## src/rtl/icache_mshr_req_sched.sv

```systemverilog
// Icache miss-path downstream request scheduler: per-MSHR fetch state, round-robin
// issue of line reads under an outstanding cap, retirement on returning fill data.
module icache_mshr_req_sched #(
  parameter int unsigned MSHR_ENTRY_NUM  = 8,
  parameter int unsigned ADDR_WIDTH      = 32,
  parameter int unsigned OFFSET_WIDTH    = 6,
  parameter int unsigned TXNID_WIDTH     = 5,
  parameter int unsigned MAX_OUTSTANDING = 4,
  localparam int unsigned IDX_W = (MSHR_ENTRY_NUM > 1) ? $clog2(MSHR_ENTRY_NUM) : 1,
  localparam int unsigned CNT_W = $clog2(MAX_OUTSTANDING + 1)
) (
  input  logic                      clk,
  input  logic                      rst,
  input  logic                      alloc_vld,
  input  logic [IDX_W-1:0]          alloc_idx,
  input  logic [ADDR_WIDTH-1:0]     alloc_addr,
  output logic                      alloc_err,
  output logic                      downstream_txreq_vld,
  input  logic                      downstream_txreq_rdy,
  output logic [4:0]                downstream_txreq_opcode,
  output logic [TXNID_WIDTH-1:0]    downstream_txreq_txnid,
  output logic [ADDR_WIDTH-1:0]     downstream_txreq_addr,
  input  logic                      downstream_rxdat_vld,
  input  logic [TXNID_WIDTH-1:0]    downstream_rxdat_txnid,
  output logic                      fill_done_vld,
  output logic [IDX_W-1:0]          fill_done_idx,
  output logic                      rsp_err,
  output logic [MSHR_ENTRY_NUM-1:0] entry_busy,
  output logic [CNT_W-1:0]          outstanding_cnt
);

  localparam logic [4:0]            DOWNSTREAM_OPCODE = 5'd1;
  localparam logic [ADDR_WIDTH-1:0] LINE_MASK = {ADDR_WIDTH{1'b1}} << OFFSET_WIDTH;

  typedef enum logic [1:0] {
    ST_IDLE = 2'd0,
    ST_PEND = 2'd1,
    ST_SENT = 2'd2,
    ST_INFL = 2'd3
  } ent_state_e;

  ent_state_e                state_q [MSHR_ENTRY_NUM];
  ent_state_e                state_d [MSHR_ENTRY_NUM];
  logic [ADDR_WIDTH-1:0]     addr_q  [MSHR_ENTRY_NUM];
  logic [ADDR_WIDTH-1:0]     addr_d  [MSHR_ENTRY_NUM];
  logic [MSHR_ENTRY_NUM-1:0] busy_q, busy_d;

  logic                      tx_vld_q, tx_vld_d;
  logic [IDX_W-1:0]          tx_idx_q, tx_idx_d;
  logic [ADDR_WIDTH-1:0]     tx_addr_q, tx_addr_d;
  logic [4:0]                tx_opcode_q, tx_opcode_d;

  logic [IDX_W-1:0]          rr_ptr_q, rr_ptr_d;
  logic [CNT_W-1:0]          cnt_q, cnt_d;

  logic                      alloc_err_q, alloc_err_d;
  logic                      fill_done_vld_q, fill_done_vld_d;
  logic [IDX_W-1:0]          fill_done_idx_q, fill_done_idx_d;
  logic                      rsp_err_q, rsp_err_d;

  logic                      alloc_in_range, alloc_ok;
  logic                      rx_in_range, retire, handshake, load;
  logic [IDX_W-1:0]          rx_idx;
  logic                      pick_found;
  logic [IDX_W-1:0]          pick_idx;
  int unsigned               rr_cand;

  // Event decode, round-robin pick and next-state for every register.
  always_comb begin
    state_d         = state_q;
    addr_d          = addr_q;
    tx_vld_d        = tx_vld_q;
    tx_idx_d        = tx_idx_q;
    tx_addr_d       = tx_addr_q;
    tx_opcode_d     = tx_opcode_q;
    rr_ptr_d        = rr_ptr_q;
    cnt_d           = cnt_q;
    fill_done_idx_d = fill_done_idx_q;
    pick_found      = 1'b0;
    pick_idx        = '0;
    rr_cand         = 0;

    handshake      = tx_vld_q && downstream_txreq_rdy;
    rx_idx         = IDX_W'(downstream_rxdat_txnid);
    rx_in_range    = 32'(downstream_rxdat_txnid) < MSHR_ENTRY_NUM;
    retire         = downstream_rxdat_vld && rx_in_range && (state_q[rx_idx] == ST_INFL);
    alloc_in_range = 32'(alloc_idx) < MSHR_ENTRY_NUM;
    // A same-cycle retire of the target index always beats the alloc.
    alloc_ok       = alloc_vld && alloc_in_range && (state_q[alloc_idx] == ST_IDLE)
                     && !(retire && (rx_idx == alloc_idx));

    for (int unsigned i = 0; i < MSHR_ENTRY_NUM; i++) begin
      rr_cand = (32'(rr_ptr_q) + i) % MSHR_ENTRY_NUM;
      if (!pick_found && (state_q[IDX_W'(rr_cand)] == ST_PEND)) begin
        pick_found = 1'b1;
        pick_idx   = IDX_W'(rr_cand);
      end
    end

    // A retire in this cycle frees a credit for the load on the same edge.
    load = pick_found && (!tx_vld_q || handshake)
           && ((32'(cnt_q) < MAX_OUTSTANDING) || retire);

    if (handshake) begin
      state_d[tx_idx_q] = ST_INFL;
      tx_vld_d          = 1'b0;
    end
    if (retire) begin
      state_d[rx_idx]  = ST_IDLE;
      fill_done_idx_d  = rx_idx;
    end
    if (load) begin
      state_d[pick_idx] = ST_SENT;
      tx_vld_d          = 1'b1;
      tx_idx_d          = pick_idx;
      tx_addr_d         = addr_q[pick_idx] & LINE_MASK;
      tx_opcode_d       = DOWNSTREAM_OPCODE;
      rr_ptr_d          = IDX_W'((32'(pick_idx) + 1) % MSHR_ENTRY_NUM);
    end
    if (alloc_ok) begin
      state_d[alloc_idx] = ST_PEND;
      addr_d[alloc_idx]  = alloc_addr;
    end

    if (load && !retire) begin
      cnt_d = cnt_q + CNT_W'(1);
    end else if (retire && !load) begin
      cnt_d = cnt_q - CNT_W'(1);
    end

    for (int unsigned e = 0; e < MSHR_ENTRY_NUM; e++) begin
      busy_d[IDX_W'(e)] = (state_d[IDX_W'(e)] != ST_IDLE);
    end

    alloc_err_d     = alloc_vld && !alloc_ok;
    fill_done_vld_d = retire;
    rsp_err_d       = downstream_rxdat_vld && !retire;
  end

  always_ff @(posedge clk) begin
    if (rst) begin
      for (int unsigned e = 0; e < MSHR_ENTRY_NUM; e++) begin
        state_q[IDX_W'(e)] <= ST_IDLE;
        addr_q[IDX_W'(e)]  <= '0;
      end
      busy_q          <= '0;
      tx_vld_q        <= 1'b0;
      tx_idx_q        <= '0;
      tx_addr_q       <= '0;
      tx_opcode_q     <= '0;
      rr_ptr_q        <= '0;
      cnt_q           <= '0;
      alloc_err_q     <= 1'b0;
      fill_done_vld_q <= 1'b0;
      fill_done_idx_q <= '0;
      rsp_err_q       <= 1'b0;
    end else begin
      state_q         <= state_d;
      addr_q          <= addr_d;
      busy_q          <= busy_d;
      tx_vld_q        <= tx_vld_d;
      tx_idx_q        <= tx_idx_d;
      tx_addr_q       <= tx_addr_d;
      tx_opcode_q     <= tx_opcode_d;
      rr_ptr_q        <= rr_ptr_d;
      cnt_q           <= cnt_d;
      alloc_err_q     <= alloc_err_d;
      fill_done_vld_q <= fill_done_vld_d;
      fill_done_idx_q <= fill_done_idx_d;
      rsp_err_q       <= rsp_err_d;
    end
  end

  assign alloc_err               = alloc_err_q;
  assign downstream_txreq_vld    = tx_vld_q;
  assign downstream_txreq_opcode = tx_opcode_q;
  assign downstream_txreq_txnid  = TXNID_WIDTH'(tx_idx_q);
  assign downstream_txreq_addr   = tx_addr_q;
  assign fill_done_vld           = fill_done_vld_q;
  assign fill_done_idx           = fill_done_idx_q;
  assign rsp_err                 = rsp_err_q;
  assign entry_busy              = busy_q;
  assign outstanding_cnt         = cnt_q;

endmodule

```

## config.mk

```make
export PLATFORM = sky130hd
export DESIGN_NAME = icache_mshr_req_sched
export DESIGN_NICKNAME = d
export VERILOG_FILES = /design/src/rtl/icache_mshr_req_sched.sv
export SDC_FILE = /design/constraint.sdc
export NUM_CORES = 1
export LEC_CHECK = 0
export BUFFER_PORTS_ARGS = -buffer_cell sky130_fd_sc_hd__buf_2
export CORE_UTILIZATION = 40
export CTS_BUF_LIST = sky130_fd_sc_hd__clkbuf_8
export DETAILED_ROUTE_END_ITERATION = 12
export PLACE_DENSITY = 0.68
export SLEW_MARGIN = 20
export SYNTH_ARGS = -nofsm -noshare
export SYNTH_HDL_FRONTEND = slang
export SYNTH_SLANG_ARGS = --single-unit
```

## constraint.sdc

```tcl
create_clock -name clk -period 6 [get_ports clk]
set_clock_uncertainty 0.05 [all_clocks]
set_input_delay 0.6 -clock clk [delete_from_list [all_inputs] [get_ports clk]]
set_output_delay 0.6 -clock clk [all_outputs]
set_load 0.01 [all_outputs]
```

==> results_dict.tcl, run 1 <==
set metrics [dict create \
    insertion_delay_ns 0.56 \
    cp_max_fo 30 \
    ant_nets 0 \
    cp_top_family "simple AND/OR/NAND/NOR gates" \
    required_ns 6.37 \
    synthToLayoutAreaGrowth_pct 10.7 \
    path_class "reg2reg" \
    met2WireLength_mm 17.0 \
    clk_pin_slew_ns 0.06 \
    yosysSeqAreaShare 0.435 \
    antenna_found_initial 2 \
    cts.sink_count 275 \
    initial_core_util 0.410 \
    drt-total-wl_mm 37.3 \
    leakage_nw 5.18 \
    synthArstFlopShare 0 \
    critPathMaxStageDelay_ns 0.67 \
    finalInstanceArea_um2 14000 \
    setup_viol 0 \
    gp_congestion 0.907 \
    netlist_area_um2 12700 \
    gr-total-overflow 0 \
    layout_min_cycle_time_ns 4.95 \
    synth_most_common_cell "nand2_1" \
    cts_buffer_depth 3 \
    drt-met1-wl_mm 16.3 \
    firstDrtPassIters 11 \
    hpwl_mm 22.1 \
    topRoutingLayerUsed "met4" \
    synth_common_cells "473 x nand2_1, 275 x dfxtp_1, 257 x a21oi_1, 88 x clkbuf_1, 79 x mux2i_1" \
    cts_resized 0 \
    final_util 0.454 \
    num_rows 64 \
    crit_top_cell "nand2_1" \
    vias 11400 \
    numCtsBuffers 45 \
    synth_top_cell_area_share 0.435 \
    cts_tree "built" \
    peakVddDrop_mv 0.200 \
    ys_seq_elements 275 \
    portBuffers 86 \
    fin_setup_tns_ns 0 \
    slew-limit-headroom 0.233 \
    synth_area_leaders "dfxtp_1 43%, nand2_1 14%, a21oi_1 10%" \
    grt_pass1_vias 10600 \
    grt_first_pass_wirelength_mm 58.8 \
    holdWs_ns 0.245 \
    die_y_um 180 \
    via_per_inst 5.68 \
    wl_met3_mm 3.04 \
    route.detailed.drc 10 \
    fin_cells 2014 \
    violations "design-rule violations" \
    postPlaceCellArea_um2 13100 \
    ys.flop_type "dfxtp_1" \
    status "complete, but fails checks" \
    crit_path_start_kind "flip-flop" \
    crit_chain "inv_1 -> ha_1 -> mux4_2 -> mux2i_1 -> and4_1 -> nand2_1 -> or4_1 -> nand2_4 -> nand2_1 -> buf_4 -> o32a_1 -> a31oi_1" \
    cts.hold.buffers_added 0 \
    yosys.area.top_type "dfxtp_1" \
    cts_max_level 2 \
    drv_cap 0 \
    die_area_um2 32400 \
    arrival_ns 5.33 \
    fmax_mhz 202 \
    drt_iter0_markers 1150 \
    cts_setup_buffers 0 \
    io_pins 105 \
    drive_gt1_frac 0.127 \
    critPathCaptureType "flip-flop" \
    root_buffer "clkbuf_8" \
    grt_use_total 0.226 \
    slew_viol_final 0 \
    slowest_stage "ha_1" \
    wire_per_inst_um 18.5 \
    ys_warn_count 0 \
    avgSynthCellArea_um2 8.05 \
    dieWidth_um 180 \
    crit_buf_inv 2 \
    tightest_slew_ns 1.15 \
    p_per_area_nw_per_um2 425 \
    rsz0062_at_grt "false" \
    synth_edf_count 0 \
    final_hold_viol_count 0 \
    syn_inst 1573 \
    place_inst 1935 \
    fp.coreArea_um2 30900 \
    final.period_utilization 0.826 \
    nNetsFinal 1636 \
    ys_types 69 \
    hp-class "in2reg" \
    grt_max_degree 92 \
]
[metrics by stage]
step / setup slack [ns] / total power (W)
after floorplan: 1.74 / 0.00366
after global placement: 1.33 / 0.00421
after detailed placement: 1.21 / 0.00424
after CTS: 1.17 / 0.00596
after global routing: 0.838 / 0.00624
final: 1.05 / 0.00596
[state kept, by name (all words and copies together) (netlist names)]
name and count:
rr_ptr_q 3, downstream_txreq_vld 1, entry_busy 8, addr_q 208, outstanding_cnt 3, alloc_err 1
downstream_txreq_addr 26, rsp_err 1, tx_idx_q 3, downstream_txreq_opcode 1, state_q 16, fill_done_vld 1
fill_done_idx 3
[power breakdown]
group          switching (W)  leakage [nW]  internal, W
combinational        0.00143          2.41     0.000740
clock               0.000750         0.537     0.000964
sequential          0.000107          2.23      0.00196
[cell families after synthesis]
family                   synth area share
AO/OA/AOI/OAI                       0.202
other                            0.000296
multiplexers                       0.0855
AND/OR/NAND/NOR                     0.202
buffers and inverters              0.0669
flip-flops                          0.435
adder cells (fa/ha/maj)           0.00553
XOR/XNOR                          0.00346
[cell usage in the layout (no fill, tap or decap), types with 12 or more instances in the layout]
master and count:
conb_1 12, nor2b_1 13, a31oi_1 22, inv_1 18, o221ai_1 15, clkbuf_8 59, nand2b_1 15, nor2_1 42
dfxtp_1 275, nor3_1 18, o211ai_1 13, o221a_1 15, nand3_1 21, a221oi_1 15, mux2i_1 79, nand2_1 473
buf_2 85, buf_4 24, a21oi_1 257
[layout make-up]
type	instances	area, µm²
Antenna cell	2	5.00
Clock buffer	59	812
Clock inverter	18	139
Fill cell	3082	16900
Inverter	8	30.0
Multi-Input combinational cell	1144	6380
Sequential cell	275	5510
Tap cell	396	495
Timing Repair Buffer	112	657
[path summary, 6_finish.rpt]
kind,slack [ns],start,depth (start not counted),to
max,1.05,rr_ptr_q[1],12,entry_busy[1]
min,0.25,alloc_vld,2,alloc_err
max reg2reg,1.05,rr_ptr_q[1],12,entry_busy[1]
min reg2reg,0.40,addr_q[191],2,addr_q[191]
[layer usage]
layer / track usage / vias to the layer above
met2: 0.364 / 492
li1: - / 5438
met4: 0.0783 / 0
met5: 0 / -
met3: 0.0379 / 76
met1: 0.305 / 5443
No activity file was read; power rests on OpenSTA's default activity.
==> run 2, diff against run 1 <==
--- a/config.mk
+++ b/config.mk
@@ -5,6 +5,7 @@
 export SDC_FILE = /design/constraint.sdc
 export NUM_CORES = 1
 export LEC_CHECK = 0
+export ABC_AREA = 1
 export BUFFER_PORTS_ARGS = -buffer_cell sky130_fd_sc_hd__buf_2
 export CORE_UTILIZATION = 40
 export CTS_BUF_LIST = sky130_fd_sc_hd__clkbuf_8
==> constraint.sdc (replaced) <==
create_clock -name clk -period 5 [get_ports clk]
set_clock_uncertainty 0.05 [all_clocks]
set_input_delay 0.5 -clock clk [delete_from_list [all_inputs] [get_ports clk]]
set_output_delay 0.5 -clock clk [all_outputs]
set_load 0.01 [all_outputs]
==> run 2 against run 1 <==
The run now ends clean. Flip-flop and latch count unchanged. Die area increased by 4.3%. Synthesized cell count increased by 28%. Design area increased by 4.2%. Power increased by 77%. Clock power increased by 9%. First-iteration DRC count increased by 7.5%. Highest routed layer is now met5.
==> results_dict.tcl, run 2 <==
set metrics [dict create \
    slowest_stage "dfxtp_1" \
    cts_tree "built" \
    grt_max_degree 76 \
    avgSynthCellArea_um2 6.57 \
    arrival_ns 4.37 \
    cts.hold.buffers_added 0 \
    firstDrtPassIters 6 \
    fin_cells 2510 \
    cts_resized 0 \
    final.period_utilization 0.786 \
    p_per_area_nw_per_um2 721 \
    ys.flop_type "dfxtp_1" \
    total_power_w 0.0105 \
    rsz0062_at_grt "false" \
    reg2regPathDepth 19 \
    fp.coreArea_um2 32500 \
    ys_seq_elements 275 \
    grt_use_total 0.249 \
    critPathCaptureType "flip-flop" \
    hpwl_mm 25.7 \
    dieWidth_um 184 \
    nFillCells 3460 \
    die_y_um 184 \
    critPathMaxStageDelay_ns 0.56 \
    path_class "reg2reg" \
    gr-total-overflow 0 \
    status "finished, final reports clean" \
    layout_min_cycle_time_ns 3.93 \
    dp_slack_ns 1.10 \
    synth_most_common_cell "nand2_1" \
    cts_setup_buffers 0 \
    hp-class "in2reg" \
    leakage_nw 6.29 \
    synth_common_cells "715 x nand2_1, 275 x dfxtp_1, 204 x a21oi_1, 158 x nand3_1, 153 x o21ai_0" \
    required_ns 5.44 \
    root_buffer "clkbuf_8" \
    portBuffers 86 \
    top_register "addr_q" \
    fmax_mhz 254 \
    syn_inst 2010 \
    initial_core_util 0.406 \
    grt_first_pass_wirelength_mm 65.9 \
    drive_gt1_frac 0.106 \
    crit_chain "inv_2 -> ha_1 -> buf_4 -> nand3_1 -> nand2_1 -> nand3_1 -> nand2_2 -> nor2_8 -> nand4_4 -> nor2_1 -> nand2_1 -> nand3_1 -> o21ai_4 -> nor2_4 -> buf_4 -> nand2_1 -> nand3_1 -> nor2_1 -> nor2_1" \
    grt_pass1_vias 12000 \
    vias 13100 \
    nNetsFinal 2089 \
    tightest_slew_ns 1.11 \
    holdWs_ns 0.137 \
    fin_setup_tns_ns 0 \
    setup_viol 0 \
    drt-total-wl_mm 42.1 \
    clk_pin_slew_ns 0.06 \
    synth_top_cell_area_share 0.417 \
    cts.sink_count 275 \
    wire_per_inst_um 16.8 \
    route.detailed.drc 0 \
    gp_congestion 0.902 \
    layout_commonest_cell "nand2_1" \
    yosysSeqAreaShare 0.417 \
    antenna_found_initial 7 \
    multi_input_area_um2 6580 \
    die_area_um2 33800 \
    io_pins 105 \
    insertion_delay_ns 0.57 \
    seqCellArea_um2 5510 \
    cts_buffer_depth 3 \
    yosys.area.top_type "dfxtp_1" \
    place_inst 2433 \
    slew_viol_final 0 \
    synthToLayoutAreaGrowth_pct 10.7 \
    cp_max_fo 19 \
    drv_cap 0 \
    synthArstFlopShare 0 \
    netlist_area_um2 13200 \
    num_rows 66 \
    mostFrequentLayoutCells "714 x nand2_1, 275 x dfxtp_1, 204 x a21oi_1, 158 x nand3_1, 153 x o21ai_0" \
    final_hold_viol_count 0 \
    synth_edf_count 0 \
    crit_path_start_kind "flip-flop" \
    min_path_cells 3 \
    via_per_inst 5.21 \
    numCtsBuffers 46 \
    ys_types 41 \
    largest_register_ffs 208 \
    peakVddDrop_mv 0.784 \
    ys_warn_count 0 \
    setup_ws_ns 1.07 \
    crit_top_cell "nand3_1" \
    drt_iter0_markers 1236 \
    ant_nets 0 \
    slew-limit-headroom 0.256 \
    cts_max_level 2 \
    synth_area_leaders "dfxtp_1 42%, nand2_1 20%, a21oi_1 7.7%" \
]
run 2: worst max-delay path: cells and delay by family, from the launching register on:
| family | cells | cell delay [ns] |
|---|---|---|
| AND/OR/NAND/NOR | 14 | 2.05 |
| AO/OA/AOI/OAI | 1 | 0.16 |
| buffers and inverters | 3 | 0.68 |
| flip-flops | 1 | 0.56 |
| adder cells (fa/ha/maj) | 1 | 0.33 |
run 2: kinds of logic after synthesis:
kind of cell,synth area share
fa+ha+maj,0.00530
compound gates,0.153
flops,0.417
buf+inv,0.0903
other cells,0.000284
xor+xnor,0.00322
simple gates,0.331
run 2: through the flow:
step / cell area, µm² / util
after CTS: 14600 / 0.449
after floorplan: 13300 / -
after global placement: 13800 / 0.424
after global routing: 14600 / 0.449
final: 14600 / 0.449
after detailed placement: 13800 / 0.424
run 2: path summary, 6_finish.rpt:
check / startpoint / to / slack, ns
worst max-delay path: rr_ptr_q[1] / downstream_txreq_addr[10] / 1.07
worst min-delay path: downstream_rxdat_vld / rsp_err / 0.14
worst max register to register: rr_ptr_q[1] / downstream_txreq_addr[10] / 1.07
worst min register to register: addr_q[153] / addr_q[153] / 0.40
run 2: area by class of cell:
| class | instances | area share |
|---|---|---|
| flip-flops and latches | 275 | 0.376 |
| multi-input cells | 1478 | 0.450 |
| clock inverters | 22 | 0.00693 |
| inverters | 122 | 0.0314 |
| clock buffers | 53 | 0.0499 |
| well taps | 442 | 0.0378 |
| diodes | 2 | 0.000342 |
| repair buffers | 116 | 0.0476 |
run 2: metal layers:
metal	global-route usage	vias up	routed length [µm]
li1	-	6447	-
met4	0.0853	4	1140
met1	0.336	6037	18500
met3	0.0374	89	3260
met2	0.404	501	19200
met5	0	-	21
run 2: power breakdown:
part	internal [W]	switching, W	total, W
Sequential	0.00241	0.000141	0.00255
Clock	0.000961	0.000912	0.00187
Combinational	0.00142	0.00469	0.00612
Total	0.00480	0.00575	0.0105
==> run 3, diff against run 2 <==
--- a/config.mk
+++ b/config.mk
@@ -5,7 +5,7 @@
 export SDC_FILE = /design/constraint.sdc
 export NUM_CORES = 1
 export LEC_CHECK = 0
-export ABC_AREA = 1
+export ABC_AREA = 0
 export BUFFER_PORTS_ARGS = -buffer_cell sky130_fd_sc_hd__buf_2
 export CORE_UTILIZATION = 40
 export CTS_BUF_LIST = sky130_fd_sc_hd__clkbuf_8
==> constraint.sdc (replaced) <==
create_clock -name clk -period 4 [get_ports clk]
set_clock_uncertainty 0.05 [all_clocks]
set_input_delay 0.4 -clock clk [delete_from_list [all_inputs] [get_ports clk]]
set_output_delay 0.4 -clock clk [all_outputs]
set_load 0.01 [all_outputs]
==> run 3 against run 2 <==
The flow now finishes with violations (design-rule violations). Combinational power is 40% lower. Fmax is 3.5% higher. Core utilization up 1.9 points. Final cell count down 18%. Highest routed layer is now met4. Via count down 11%. Global-route usage down 1.4 points. Flip-flop and latch count did not move. Routed wire length fell by 8.1%. Design area fell by 1.1%. First-iteration DRC count up 2.8%. Register-to-register slack lost 0.87 ns. Worst setup slack worse by 0.87 ns.
==> results_dict.tcl, run 3 (same netlist as run 1, synthesis figures left out) <==
set metrics [dict create \
    slew_viol_final 0 \
    dieWidth_um 180 \
    fmax_mhz 263 \
    crit_path_start_kind "flip-flop" \
    arrival_ns 4.19 \
    grt_first_pass_wirelength_mm 61.0 \
    route.detailed.drc 20 \
    holdWs_ns 0.0560 \
    setup_viol 0 \
    required_ns 4.39 \
    grt_pass1_vias 11200 \
    ant_nets 0 \
    rsz0062_at_grt "false" \
    tightest_slew_ns 0.882 \
    layout_commonest_cell "nand2_1" \
    wire_per_inst_um 18.7 \
    drive_gt1_frac 0.151 \
    firstDrtPassIters 9 \
    grt_max_degree 147 \
    root_buffer "clkbuf_8" \
    hpwl_mm 23.9 \
    p_clk_frac 0.266 \
    antenna_found_initial 2 \
    cts.sink_count 275 \
    layout_min_cycle_time_ns 3.80 \
    setup_ws_ns 0.204 \
    internal_power_w 0.00567 \
    slowest_stage "or4_1" \
    p_per_area_nw_per_um2 636 \
    critPathMaxStageDelay_ns 0.58 \
    crit_buf_inv 4 \
    violations "design-rule violations" \
    final.period_utilization 0.949 \
    critPathCaptureType "flip-flop" \
    drt-total-wl_mm 38.7 \
    wl_met3_mm 2.65 \
    rrSetupSlack_ns 0.20 \
    pwr-share-comb 0.397 \
    cp_top_family "simple AND/OR/NAND/NOR gates" \
    crit_chain "buf_4 -> buf_4 -> mux4_2 -> mux2i_1 -> buf_4 -> and4_1 -> buf_4 -> nand2_1 -> or4_1 -> and2_2 -> nand2_4 -> o221ai_1 -> o221a_1" \
    switching_share 0.384 \
    cts_max_level 2 \
    crit_top_cell "buf_4" \
    largest_register_ffs 208 \
    topRoutingLayerUsed "met4" \
    via_per_inst 5.66 \
    synthToLayoutAreaGrowth_pct 14.2 \
    io_pins 105 \
    nFillCells 3041 \
    initial_core_util 0.410 \
    vias 11700 \
    numCtsBuffers 46 \
    cts_tree "built" \
    top_register "addr_q" \
    peakVddDrop_mv 0.361 \
    path_class "reg2reg" \
    die_area_um2 32400 \
    gr-total-overflow 0 \
    cp_max_fo 18 \
    status "complete, but fails checks" \
    met2WireLength_mm 18.1 \
    cts_buffer_depth 3 \
    mostFrequentLayoutCells "473 x nand2_1, 275 x dfxtp_1, 257 x a21oi_1, 85 x buf_2, 79 x mux2i_1" \
    fp.coreArea_um2 30900 \
    insertion_delay_ns 0.58 \
    portBuffers 86 \
    leakage_nw 5.46 \
    hp-class "in2reg" \
    slew-limit-headroom 0.410 \
    cts.hold.buffers_added 0 \
    drv_cap 0 \
    grt_use_total 0.235 \
    clk_pin_slew_ns 0.06 \
    dp_slack_ns 0.223 \
    die_y_um 180 \
    switchingPower_w 0.00354 \
    num_rows 64 \
    p_seq_frac 0.337 \
    drt-met1-wl_mm 16.9 \
    drt_iter0_markers 1271 \
    final_hold_viol_count 0 \
    gp_congestion 0.927 \
    nNetsFinal 1689 \
]
==> run 3: through the flow <==
stage | utilization | setup TNS, ns | cells | power, W | area [µm²]
after floorplan | - | 0 | 1584 | 0.00550 | 12700
after global placement | 0.437 | -0.0482 | 1985 | 0.00662 | 13500
after detailed placement | 0.437 | 0 | 1985 | 0.00665 | 13500
after CTS | 0.466 | 0 | 2062 | 0.00910 | 14400
after global routing | 0.468 | 0 | 2066 | 0.00961 | 14500
final | 0.468 | 0 | 2067 | 0.00921 | 14500
==> run 3: per-layer routing <==
| metal | track usage | vias to the layer above |
|---|---|---|
| li1 | - | 5539 |
| met1 | 0.308 | 5596 |
| met2 | 0.395 | 479 |
| met3 | 0.0324 | 79 |
| met4 | 0.0848 | 0 |
| met5 | 0 | - |
==> run 3: power groups by stage <==
stage               combinational (W)  clock [W]  sequential, W
floorplan                     0.00234          0        0.00316
global placement              0.00347          0        0.00315
detailed placement            0.00350          0        0.00315
CTS                           0.00352    0.00249        0.00309
global route                  0.00388    0.00262        0.00312
finish                        0.00366    0.00245        0.00310
==> run 3: worst paths after layout <==
| kind | endpoint | start | cells past startpoint |
|---|---|---|---|
| setup reg to reg | downstream_txreq_addr[19] | rr_ptr_q[0] | 13 |
| setup / recovery | downstream_txreq_addr[19] | rr_ptr_q[0] | 13 |
| hold / removal | rsp_err | downstream_rxdat_vld | 2 |
| hold reg to reg | addr_q[93] | addr_q[93] | 2 |
==> run 3: timing repair <==
item	CTS	global route
setup buffers	0	1
endpoints found under the setup margin	0	13
resized for setup	0	5
endpoints found under the hold margin	0	0
==> run 3: area by class of cell <==
class                   count  area (µm²)  share of cell area
repair buffers            164        1140              0.0787
flip-flops and latches    275        5510               0.381
inverters                   8        30.0             0.00208
well taps                 396         495              0.0342
clock buffers              56         771              0.0533
multi-input cells        1144        6390               0.442
diodes                      3        7.51            0.000519
clock inverters            21         128             0.00882
